`src/rtl/cycle_profile_sequencer.sv`:
```
// Sequences a backend cycle controller through host-written shadow drive profiles.
// Define CYCLE_WATCHDOG_EN to build the RUN-phase watchdog; otherwise wdog_timeout stays 0.
module cycle_profile_sequencer #(
  parameter int NUM_PROFILES = 4,
  parameter int PROFILE_BITS = 2,
  parameter int REPEAT_WIDTH = 8,
  parameter int WDOG_WIDTH   = 24
) (
  input  logic                    clock,
  input  logic                    reset_n,
  input  logic                    host_we,
  input  logic [PROFILE_BITS-1:0] host_profile,
  input  logic [3:0]              host_word,
  input  logic [15:0]             host_wdata,
  output logic                    host_err,
  input  logic                    start,
  input  logic                    abort,
  input  logic [PROFILE_BITS-1:0] profile_first,
  input  logic [PROFILE_BITS-1:0] profile_last,
  input  logic [REPEAT_WIDTH-1:0] repeat_count,
  input  logic                    loop_en,
  input  logic                    update_cycle_complete,
  output logic                    write_config_n,
  output logic [5:0]              config_address,
  output logic [15:0]             config_data,
  output logic                    timer_enable,
  output logic                    busy,
  output logic [PROFILE_BITS-1:0] active_profile,
  output logic                    done,
  output logic                    wdog_timeout
);

  localparam int NUM_WORDS = 10;

  if ((NUM_PROFILES != (1 << PROFILE_BITS)) || (WDOG_WIDTH < 2)) begin : g_bad_params
    $error("cycle_profile_sequencer: NUM_PROFILES must equal 2**PROFILE_BITS and WDOG_WIDTH >= 2");
  end

  typedef enum logic [2:0] {
    S_IDLE,
    S_LOAD,
    S_SETTLE,
    S_RUN,
    S_GAP,
    S_DONE
  } state_t;

  state_t                  state;
  logic [15:0]             bank [NUM_PROFILES][NUM_WORDS];
  logic [3:0]              word_idx;
  logic [3:0]              word_next;
  logic [1:0]              blank_cnt;
  logic [REPEAT_WIDTH-1:0] rep_cnt;
  logic [REPEAT_WIDTH-1:0] rep_lat;
  logic [REPEAT_WIDTH-1:0] rep_target;
  logic [REPEAT_WIDTH-1:0] rep_next;
  logic [PROFILE_BITS-1:0] first_lat;
  logic [PROFILE_BITS-1:0] last_lat;
  logic [PROFILE_BITS-1:0] reload_profile;
  logic                    loop_lat;
  logic                    host_hit;
  logic                    host_blocked;
  logic                    counted;
  logic                    wdog_expire;

  assign host_hit     = host_we && (host_word <= 4'd9);
  assign host_blocked = busy && (host_profile == active_profile);
  assign word_next    = word_idx + 4'd1;
  assign rep_target   = (rep_lat == '0) ? REPEAT_WIDTH'(1) : rep_lat;
  assign rep_next     = rep_cnt + REPEAT_WIDTH'(1);
  assign counted      = (state == S_RUN) && (blank_cnt == 2'd0) && update_cycle_complete;
  // After the last profile either advance or wrap to the first; modulo wrap is free for power-of-two counts.
  assign reload_profile = (active_profile != last_lat) ? active_profile + PROFILE_BITS'(1) : first_lat;

`ifdef CYCLE_WATCHDOG_EN
  logic [WDOG_WIDTH-1:0] wdog_cnt;

  assign wdog_expire = (state == S_RUN) && !counted && (wdog_cnt == ~WDOG_WIDTH'(1));

  always_ff @(posedge clock or negedge reset_n) begin
    if (!reset_n) begin
      wdog_cnt <= '0;
    end else if (state != S_RUN) begin
      wdog_cnt <= '0;
    end else begin
      wdog_cnt <= wdog_cnt + WDOG_WIDTH'(1);
    end
  end
`else
  assign wdog_expire = 1'b0;
`endif

  // Shadow bank: the profile being driven is frozen while the sequencer is busy.
  always_ff @(posedge clock or negedge reset_n) begin
    if (!reset_n) begin
      for (int p = 0; p < NUM_PROFILES; p++) begin
        for (int w = 0; w < NUM_WORDS; w++) begin
          bank[p][w] <= '0;
        end
      end
      host_err <= 1'b0;
    end else begin
      host_err <= host_hit && host_blocked;
      if (host_hit && !host_blocked) begin
        bank[host_profile][host_word] <= host_wdata;
      end
    end
  end

  always_ff @(posedge clock or negedge reset_n) begin
    if (!reset_n) begin
      state          <= S_IDLE;
      word_idx       <= '0;
      blank_cnt      <= '0;
      rep_cnt        <= '0;
      rep_lat        <= '0;
      first_lat      <= '0;
      last_lat       <= '0;
      loop_lat       <= 1'b0;
      write_config_n <= 1'b1;
      config_address <= '0;
      config_data    <= '0;
      timer_enable   <= 1'b0;
      busy           <= 1'b0;
      active_profile <= '0;
      done           <= 1'b0;
      wdog_timeout   <= 1'b0;
    end else begin
      done         <= 1'b0;
      wdog_timeout <= 1'b0;
      if (abort || wdog_expire) begin
        state          <= S_IDLE;
        busy           <= 1'b0;
        timer_enable   <= 1'b0;
        write_config_n <= 1'b1;
        wdog_timeout   <= !abort;
      end else begin
        case (state)
          S_IDLE: begin
            if (start) begin
              first_lat      <= profile_first;
              last_lat       <= profile_last;
              rep_lat        <= repeat_count;
              loop_lat       <= loop_en;
              active_profile <= profile_first;
              rep_cnt        <= '0;
              word_idx       <= '0;
              write_config_n <= 1'b0;
              config_address <= '0;
              config_data    <= bank[profile_first][0];
              busy           <= 1'b1;
              state          <= S_LOAD;
            end
          end
          S_LOAD: begin
            if (word_idx == 4'd9) begin
              write_config_n <= 1'b1;
              state          <= S_SETTLE;
            end else begin
              word_idx       <= word_next;
              config_address <= {2'b00, word_next};
              config_data    <= bank[active_profile][word_next];
            end
          end
          S_SETTLE, S_GAP: begin
            timer_enable <= 1'b1;
            blank_cnt    <= 2'd2;
            state        <= S_RUN;
          end
          S_RUN: begin
            // The first two RUN cycles may still see the previous window's completion.
            if (blank_cnt != 2'd0) begin
              blank_cnt <= blank_cnt - 2'd1;
            end else if (update_cycle_complete) begin
              timer_enable <= 1'b0;
              if (rep_next < rep_target) begin
                rep_cnt <= rep_next;
                state   <= S_GAP;
              end else if ((active_profile != last_lat) || loop_lat) begin
                active_profile <= reload_profile;
                rep_cnt        <= '0;
                word_idx       <= '0;
                write_config_n <= 1'b0;
                config_address <= '0;
                config_data    <= bank[reload_profile][0];
                state          <= S_LOAD;
              end else begin
                done  <= 1'b1;
                state <= S_DONE;
              end
            end
          end
          S_DONE: begin
            busy  <= 1'b0;
            state <= S_IDLE;
          end
          default: begin
            busy  <= 1'b0;
            state <= S_IDLE;
          end
        endcase
      end
    end
  end

endmodule

```
`config.mk`:
```
export PLATFORM = sky130hd
export DESIGN_NAME = cycle_profile_sequencer
export DESIGN_NICKNAME = d
export VERILOG_FILES = /design/src/rtl/cycle_profile_sequencer.sv
export SDC_FILE = /design/constraint.sdc
export NUM_CORES = 1
export LEC_CHECK = 0
export ABC_AREA = 0
export BUFFER_PORTS_ARGS = -buffer_cell sky130_fd_sc_hd__buf_2
export CORE_MARGIN = 2
export CORE_UTILIZATION = 59
export CTS_BUF_LIST = sky130_fd_sc_hd__clkbuf_8
export CTS_CLUSTER_SIZE = 8
export DETAILED_ROUTE_END_ITERATION = 8
export PLACE_DENSITY_LB_ADDON = 0.15
export SYNTH_ARGS = -nofsm -noshare
export SYNTH_HDL_FRONTEND = slang
export SYNTH_SLANG_ARGS = --single-unit
export TNS_END_PERCENT = 5
```
`constraint.sdc`:
```
create_clock -name clock -period 2.8 [get_ports clock]
set_input_delay 0.56 -clock clock [delete_from_list [all_inputs] [get_ports clock]]
set_output_delay 0.56 -clock clock [all_outputs]
set_load 0.1 [all_outputs]
```
==> key figures <==
Floorplanning
  – Initial Utilization: 0.594
  – Ports: 71
  – Cell Rows: 87
  – Vert. Die Dim: 242 um
  – Chip width: 242 um
  – Die area: 58,500 um^2
  – Core area: 56,200 um^2

Routing
  – DR vias: 21,796
  – ANT nets after route: 0
  – DRC: 0
  – Drt total wl: 89,000 um
  – Routed WL per cell: 25.9 um
  – Initial drt markers: 1,506
  – Pre-antenna DRT Iters: 6
  – Post-DR vias/cell: 6.33

Critical path
  – CP delay by family, top: multiplexers
  – CP bufs+invs: 2
  – CP required: 3.43 ns
  – CP Cell Sequence: buf_12 -> mux4_2 -> mux2i_1 -> o21ai_0 -> a221oi_1 -> buf_4 -> a31oi_1
  – Critical path class: reg2reg
  – Worst Setup Start Kind: flop
  – Worst Setup End Kind: flop
  – Data arrival, critical path: 3.33 ns
  – Slowest-stage cell, CP: dfrtp_4
  – Slowest stage delay, CP: 0.61 ns
  – Critical Path Fanout Max: 41

Clock tree
  – CTS tree: built
  – Root Driver: clkbuf_8
  – Clock sinks: 693
  – Num CTS Buffers: 115
  – Worst-Skew Late Latency: 0.74 ns
  – Setup Fix Bufs, Post-CTS: 0
  – Htree depth: 3
  – Clock-pin slew on the worst setup and hold paths: 0.06 ns
  – CTS Buffer Depth: 3

Layout
  – Fill cells: 4,134
  – Ant diodes: 0
  – Post-route cell area: 37,900 um^2
  – Share of layout cells above drive strength 1: 0.457
  – Finished Layout Cells: 3,444
  – Final net count: 2,647
  – Layout Area Growth over Synthesis: 13.5%

STA
  – Setup-failing EPs final: 0
  – Slew headroom: 0.333
  – Tmin final: 2.70 ns
  – Setup_tns: 0 ns
  – Clock skew: 0.0344 ns
  – Pins Over Slew Limit: 0
  – RSZ-0062 raised after global routing: yes
  – Fin. Hold Viols: 0
  – Worst Max-Slew Pin Slew: 1.00 ns
  – Final period util: 0.966
  – F_max: 370 MHz

Power and ir drop
  – Tot Pwr: 34.4 mW
  – Pwr/cell area: 907 nW/um^2
  – Leakage: 17.7 nW
  – VDD IR max: 0.000777 V

Synth
  – Top FF cell, synth: dfrtp_1
  – Mux contribution to synthesized area: 0.340
  – Yosys top cell by area: dfrtp_1
  – Sequential share of the synthesized area: 0.520
  – Synth Area in Compound Gates: 0.0627
  – YS warnings: 0
  – Synth Area in Adders: 0.00412
  – Post-synth design cell area: 33,400 um^2
  – Synth Area in XOR/XNOR: 0.00367
  – Mapped Avg Cell Area: 13.5 um^2
  – Top post-synthesis cells by area: dfrtp_1 (52%), mux2_2 (24%), mux4_2 (5.8%), mux2i_1 (4.0%), o21ai_0 (1.6%)
  – Ys async rst share: 1.00
  – Post-Synth Simple-Gate Area: 0.0397
  – Post-synthesis register bit count: 693
  – Largest family of logic cells by synthesized area: multiplexers
  – Share of the synthesized area in the top cell type: 0.519
  – Synth cell types: 63
  – Synth Instances: 2,479
  – Post-synth EDFFs: 0

GRT
  – First-pass GRT wire length: 139,000 um
  – Gr ovfl total: 0
  – Largest net degree at the start of global routing: 77
  – GRT Total Usage: 0.312
  – Initial antenna violation count: 2
  – Vias in the first global route: 23,030

Place
  – Placed insts: 3,233
  – Routability Congestion: 0.928
  – Post-DP HPWL: 57,200 um
  – Port Buffers: 67
  – Post-DP Area: 35,400 um^2

Worst hold path
  – HP Class: in2reg

Run
  – Max-Cap Viols: 0

Status
  – Status: finished clean
per-layer routing:
layer | track usage | routed length, um
met4 | 0.121 | 3160
met2 | 0.489 | 41600
met3 | 0.0634 | 6090
met1 | 0.434 | 38200
met5 | 0 | 0
through the flow:
step / hold slack, ns / utilization / setup slack, ns
global route: 0.0490 / 0.674 / -0.0528
floorplan: 0.264 / - / 0.0168
CTS: 0.0184 / 0.674 / 0.0406
finish: 0.0660 / 0.674 / 0.0965
detailed placement: 0.469 / 0.631 / 0.0847
global placement: 0.468 / 0.631 / 0.145
report_power, final:
group | switching, mW | internal [mW]
Clock | 4.13 | 5.00
Combinational | 7.13 | 5.04
Sequential | 1.23 | 11.8
worst paths after layout:
path	from	endpoint	slack, ns	depth (start not counted)
min reg2reg	write_config_n	write_config_n	0.48	2
min	host_we	host_err	0.07	3
min in group asynchronous	reset_n	bank[383]	0.44	2
max	active_profile[0]	config_data[3]	0.1	7
max in group asynchronous	reset_n	bank[473]	1.44	3
max reg2reg	active_profile[0]	config_data[3]	0.1	7
final cells by class:
class / count / area (um^2) / share of cell area
Sequential cell: 693 / 17400 / 0.458
Multi-Input combinational cell: 1554 / 15100 / 0.398
Inverter: 18 / 67.6 / 0.00178
Clock inverter: 55 / 270 / 0.00714
Tap cell: 756 / 946 / 0.0250
Clock buffer: 155 / 2130 / 0.0563
Timing Repair Buffer: 213 / 2010 / 0.0532
cell usage after synthesis, drive strengths merged (20+ instances only):
library cell and count:
clkbuf 137, nor2 68, dfrtp 692, o21ai 106, mux4 86, buf 79
a21oi 76, mux2 717, nand3 31, o22ai 32, a31oi 20, nand2 64
mux2i 135
worst reg2reg max path, stage by stage (launching register included):
cell and delay [ns]:
dfrtp_4 0.61, buf_12 0.33, mux4_2 0.58, mux2i_1 0.42
o21ai_0 0.15, a221oi_1 0.27, buf_4 0.18, a31oi_1 0.07
cells by family after synthesis:
kind of cell             count (synthesis)
buffers and inverters                  234
AO/OA/AOI/OAI                          334
XOR/XNOR                                14
adder cells (fa/ha/maj)                 11
flip-flops                             693
multiplexers                           938
other                                    1
AND/OR/NAND/NOR                        254
registers in the layout, summed over array words and instances (netlist names), 2 cells and up:
name and cells:
bank 640, config_data 16, rep_cnt 8, rep_lat 8, config_address 4, state 3
active_profile 2, blank_cnt 2, first_lat 2, last_lat 2
layout by cell type, fill, tap and decap left out, types with 5 or more instances in the layout:
cell type,instances
mux2_2,716
dfrtp_1,689
clkbuf_8,155
mux2i_1,135
o21ai_0,105
buf_4,100
mux4_2,86
a21oi_1,75
buf_2,65
nand2_1,61
inv_1,54
nor2_1,54
buf_12,45
o22ai_1,32
nand3_1,30
a31oi_1,20
or3_1,18
nand4_1,18
a211oi_1,16
a221oi_1,16
a221o_1,15
o211ai_1,14
nor2_2,14
clkinv_2,13
o2bb2ai_1,11
ha_1,11
nor3_1,9
xnor2_1,8
nand2b_1,8
nor2b_1,7
and3_1,6
xor2_1,6
and2_1,5
a32o_1,5
timing repair:
item	in CTS	in global routing
pin swaps	0	1
gates resized for setup	1	4
endpoints found under the setup margin	1	27
hold buffers	1	0
endpoints found under the hold margin	40	0
Note: power is estimated with default switching activity, not from simulation.
